$ cat src/rtl/uart_pkg.sv
// Shared UART definitions: frame state encoding and 8N1 frame geometry,
// common to the transmitter and receiver.
package uart_pkg;

  typedef enum logic [1:0] {
    IDLE  = 2'd0,
    START = 2'd1,
    DATA  = 2'd2,
    STOP  = 2'd3
  } uartState_t;

  localparam int DATA_BITS  = 8;
  localparam int STOP_BITS  = 1;
  localparam int FRAME_BITS = 1 + DATA_BITS + STOP_BITS;

endpackage

$ cat src/rtl/uart_baud_tick.sv
// Bit-period timer: emits a one-clock tick on the last clock of every DIV-clock
// period; a synchronous clear restarts the period from zero.
module uart_baud_tick #(
  parameter int DIV = 1250
) (
  input  logic clk,
  input  logic rstN,
  input  logic clear,
  output logic tick
);

  localparam int CW = (DIV < 2) ? 1 : $clog2(DIV);
  localparam logic [CW-1:0] LAST = CW'(DIV - 1);

  if (DIV < 2) begin : genDivCheck
    $error("uart_baud_tick: DIV must be at least 2");
  end

  logic [CW-1:0] cnt;

  // NOTE: sequential state is written with non-blocking assignments so every
  // register in the design samples the values from before the clock edge.
  always_ff @(posedge clk or negedge rstN) begin
    if (!rstN) begin
      cnt <= '0;
    end else if (clear || cnt == LAST) begin
      cnt <= '0;
    end else begin
      cnt <= cnt + CW'(1);
    end
  end

  assign tick = (cnt == LAST);

endmodule

$ cat src/rtl/uart_tx8.sv
// 8N1 UART transmitter: latches a byte on request and shifts it out LSB first
// between a start and a stop bit, each bit lasting CLOCK_RATE/BAUD_RATE clocks.
module uart_tx8
  import uart_pkg::*;
#(
  parameter int CLOCK_RATE = 12000000,
  parameter int BAUD_RATE  = 9600
) (
  input  logic       clk,
  input  logic       rstN,
  input  logic       txEn,
  input  logic       txStart,
  input  logic [7:0] txIn,
  output logic       txOut,
  output logic       txBusy,
  output logic       txDone
);

  localparam int DIV      = CLOCK_RATE / BAUD_RATE;
  localparam int IW       = $clog2(DATA_BITS);
  localparam int LAST_BIT = DATA_BITS - 1;

  uartState_t             state;
  logic [DATA_BITS-1:0]   shiftReg;
  logic [IW-1:0]          bitIdx;
  logic                   baudTick;
  logic                   baudClear;

  // The timer is held clear in IDLE, and every other state change happens on
  // a tick, where the timer wraps to zero, so each state starts a full period.
  assign baudClear = (state == IDLE);

  uart_baud_tick #(
    .DIV (DIV)
  ) uBaud (
    .clk   (clk),
    .rstN  (rstN),
    .clear (baudClear),
    .tick  (baudTick)
  );

  // txOut, txBusy and txDone are all registers so the line never glitches.
  always_ff @(posedge clk or negedge rstN) begin
    if (!rstN) begin
      state    <= IDLE;
      shiftReg <= '0;
      bitIdx   <= '0;
      txOut    <= 1'b1;
      txBusy   <= 1'b0;
      txDone   <= 1'b0;
    end else begin
      txDone <= 1'b0;
      unique case (state)
        IDLE: begin
          if (txEn && txStart) begin
            shiftReg <= txIn;
            bitIdx   <= '0;
            txOut    <= 1'b0;
            txBusy   <= 1'b1;
            state    <= START;
          end
        end
        START: begin
          if (baudTick) begin
            txOut    <= shiftReg[0];
            shiftReg <= shiftReg >> 1;
            bitIdx   <= '0;
            state    <= DATA;
          end
        end
        DATA: begin
          if (baudTick) begin
            if (bitIdx == IW'(LAST_BIT)) begin
              txOut <= 1'b1;
              state <= STOP;
            end else begin
              txOut    <= shiftReg[0];
              shiftReg <= shiftReg >> 1;
              bitIdx   <= bitIdx + IW'(1);
            end
          end
        end
        STOP: begin
          if (baudTick) begin
            txBusy <= 1'b0;
            txDone <= 1'b1;
            state  <= IDLE;
          end
        end
      endcase
    end
  end

endmodule

$ cat config.mk
export PLATFORM = sky130hd
export DESIGN_NAME = uart_tx8
export DESIGN_NICKNAME = d
export VERILOG_FILES = /design/src/rtl/uart_pkg.sv /design/src/rtl/uart_baud_tick.sv /design/src/rtl/uart_tx8.sv
export SDC_FILE = /design/constraint.sdc
export NUM_CORES = 1
export LEC_CHECK = 0
export BUFFER_PORTS_ARGS = -buffer_cell sky130_fd_sc_hd__buf_4
export CAP_MARGIN = 20
export CORE_ASPECT_RATIO = 1.2
export CORE_MARGIN = 3
export CORE_UTILIZATION = 55
export CTS_CLUSTER_DIAMETER = 50
export DETAILED_ROUTE_END_ITERATION = 10
export PLACE_DENSITY = 0.82
export SYNTH_ARGS = -nofsm -noshare
export SYNTH_HDL_FRONTEND = slang
export SYNTH_SLANG_ARGS = --single-unit
$ cat constraint.sdc
create_clock -name clk -period 5.4 [get_ports clk]
set_input_delay 0.81 -clock clk [delete_from_list [all_inputs] [get_ports clk]]
set_output_delay 0.81 -clock clk [all_outputs]
set_load 0.02 [all_outputs]
==> metrics.md <==
| Metric | Value |
|---|---|
| Outcome | `complete, no violations` |
| Number of buffers added on ports | `14` |
| #FFs+latches synth | `27` |
| Vias in the first global route | `between 1,000 and 1,500` |
| Fraction of layout instances using a drive strength above 1 | `0.2838` |
| Final Max Slew Viols | `0` |
| Post-DP HPWL | `roughly 2000 µm` |
| Core ar. | `between 0.002 and 0.003 mm²` |
| Total congestion overflow | `0` |
| Iter 0 DRT Violations | `16` |
| TritonCTS clock tree | `built` |
| PD cells | `about 500 mW/mm²` |
| Worst vdd ir | `about 400 µV` |
| Final wirelength | `around 2600 µm` |
| Initial antenna violation count | `0` |
| Syn Nets | `between 150 and 200` |
| Routed vias/inst | `roughly 5.6` |
| Clk network pwr share | `0.103` |
| Root Buffer | `clkbuf_4` |
| Post-CTS Setup Inserts | `0` |
| Clock sinks | `27` |
| Post-synth EDFFs | `0` |
| Clock buffer depth | `2` |
| Max_slew headroom | `0.6338` |
| Worst-margin pin slew | `0.5493 ns` |
| Clk_lat worst skew | `between 0.3 and 0.4 ns` |
| DR pass1 iterations | `4` |
| Pleak | `around 0.00078 µW` |
| Switching Share | `0.3598` |
| Largest net degree at the start of global routing | `28` |
| Final Cycle Share | `0.4120` |
| First-pass GRT wire length | `between 4000 and 5000 µm` |
| Post-DRT Antenna Nets | `0` |
| Layout Nets | `around 170` |
| Ys flop type | `dfrtp_1` |
| Hold crit path type | `in2async` |
| Yosys warns | `0` |
| Clock transition at path regs | `roughly 0.14 ns` |
| Die Height | `~64 µm` |
| Mapped Area | `0.001525 mm²` |
| Post-route DRC | `0` |
| Top cell type's share of synthesized area | `0.4266` |
| Antenna cell count | `0` |
| Gr usage total | `0.1770` |
| Final Wtd Congestion | `0.8139` |
| Die area | `between 0.003 and 0.004 mm²` |
| Die X | `54.07 µm` |
| Seq/Total Area, Yosys | `0.4438` |
| Syn Inst Count | `about 140` |
| Tightest hold margin | `0.3629 ns` |
| CTS resizes | `0` |
| Syn avg cell area | `roughly 11 µm²` |
| Initial core utilization | `0.5861` |
| Setup violation total in the final timing report | `0` |
| Number of max-cap violations | `0` |
| Fmax | `between 0.4 and 0.5 GHz` |
| Site Rows | `20` |
| Sw power | `~300 µW` |
| Sequential Power Share | `0.378` |
| Comb pwr share | `0.519` |
| Synth cell types | `38` |
| Worst Setup Path Type | `reg2reg` |
| WP data required | `5.62 ns` |
| Drt wl/cell | `approximately 14 µm` |
| Final Hold Vio Count | `0` |
| Via count | `1,017` |
| Number of H-tree levels | `1` |
| Crit path DAT | `roughly 2.5 ns` |
| Unrepaired setup endpoints after global routing | `false` |
| Min Tclk post-route | `2.225 ns` |
| Overall Power | `approximately 840 µW` |
| Num CTS Buffers | `3` |
| I/O pins | `15` |
| Biggest area consumer among synthesized cells | `dfrtp_1` |
| CP max FO | `12` |
| Setup crit start kind | `register` |
| Critical Path End Type | `register` |
| Post-synth ARST share | `1.000` |
| Area delta synth->final | `9.598%` |
| CTS Hold Buffers Added | `0` |
| Clock skew | `roughly 0.0075 ns` |
| Setup TNS Final | `0 ns` |
| Internal power | `~540 µW` |
| Synth top area cells | `dfrtp_1 (43%), ha_1 (8.2%), mux2_4 (7.9%)` |
[power by group through the flow]
| stage | clock network, µW | logic [µW] | registers, µW |
|---|---|---|---|
| floorplan | 0 | 381 | 306 |
| global placement | 0 | 420 | 314 |
| detailed placement | 0 | 440 | 318 |
| CTS | 87.1 | 439 | 315 |
| global route | 95.9 | 482 | 324 |
| finish | 86.3 | 435 | 316 |
[area by class of cell]
cell class,instances,area (µm²)
Clock buffer,3,22.52
Clock inverter,1,5.005
Fill cell,208,930.9
Inverter,5,18.77
Multi-Input combinational cell,98,802.0
Sequential cell,27,676.9
Tap cell,33,41.29
Timing Repair Buffer,14,105.1
[flip-flops by register name (all words and copies together), names as in the netlist]
signal,count
uBaud.cnt,11
txDone,1
shiftReg,8
txOut,1
state,2
bitIdx,3
txBusy,1
[cell usage after synthesis (2+ instances only)]
cell type and instances:
o211ai_1 2, mux2_2 9, xnor2_1 4, nor2_1 13
xor2_1 5, ha_1 10, nor4_2 2, o32a_1 2
nand4_1 3, nand2_1 9, o21ai_0 6, inv_1 5
mux2_4 8, clkbuf_1 2, dfrtp_1 26, nor3_1 3
nand3_1 5
[worst paths after layout]
check                                  from            to  slack [ns]  cells after the start
worst min register to register  shiftReg[2]   shiftReg[2]        0.53                      1
min in group clk                shiftReg[2]   shiftReg[2]        0.53                      1
worst min-delay path                   rstN  uBaud.cnt[5]        0.36                      1
worst max register to register     state[0]   shiftReg[3]        3.18                      5
worst max-delay path               state[0]   shiftReg[3]        3.18                      5
max in group asynchronous              rstN         txOut        4.74                      1
[layout by cell type, fill, tap and decap left out, drive strengths merged, types with 2 or more instances in the layout]
cell type,netlist,layout
clkbuf,2,3
nor3,4,4
ha,10,10
nand4,3,3
inv,5,5
xnor2,4,4
mux2,17,17
xor2,5,5
o32a,2,2
dfrtp,26,26
nand3,5,5
o21ai,7,7
nor2,13,13
buf,3,14
o211ai,2,2
nor4,2,2
nand2,9,9
[per-layer routing]
metal	global-route usage	wire, µm
met2	0.3121	1284
met5	0	0
met1	0.2198	1179
met3	0.02128	83
met4	0.04673	32
[cell families (layout without fill, tap and decap cells)]
logic type | Yosys count | in the layout | share of synthesized area
simple gates | 44 | 44 | 0.1633
flops | 27 | 27 | 0.4438
compound gates | 18 | 18 | 0.08367
mux | 17 | 17 | 0.1452
fa+ha+maj | 10 | 10 | 0.08203
buf+inv | 10 | 23 | 0.03035
xor+xnor | 9 | 9 | 0.05168
[per-stage QoR]
step / util / area [µm²] / cells / worst slack [ns]
5_1_grt: 0.6423 / 1672 / 181 / 3.075
4_1_cts: 0.6423 / 1672 / 181 / 3.168
3_3_place_gp: 0.6317 / 1644 / 177 / 3.263
3_5_place_dp: 0.6317 / 1644 / 177 / 3.183
2_1_floorplan: - / 1525 / 135 / 3.516
6_report: 0.6423 / 1672 / 181 / 3.175
[worst max-delay path, stage by stage (launching register included)]
cell and delay (ns):
dfrtp_1 0.46, inv_1 0.11, ha_1 0.36, nor4_2 0.32
o31a_1 0.52, mux2_4 0.35
No activity file was read; power rests on OpenSTA's default activity.
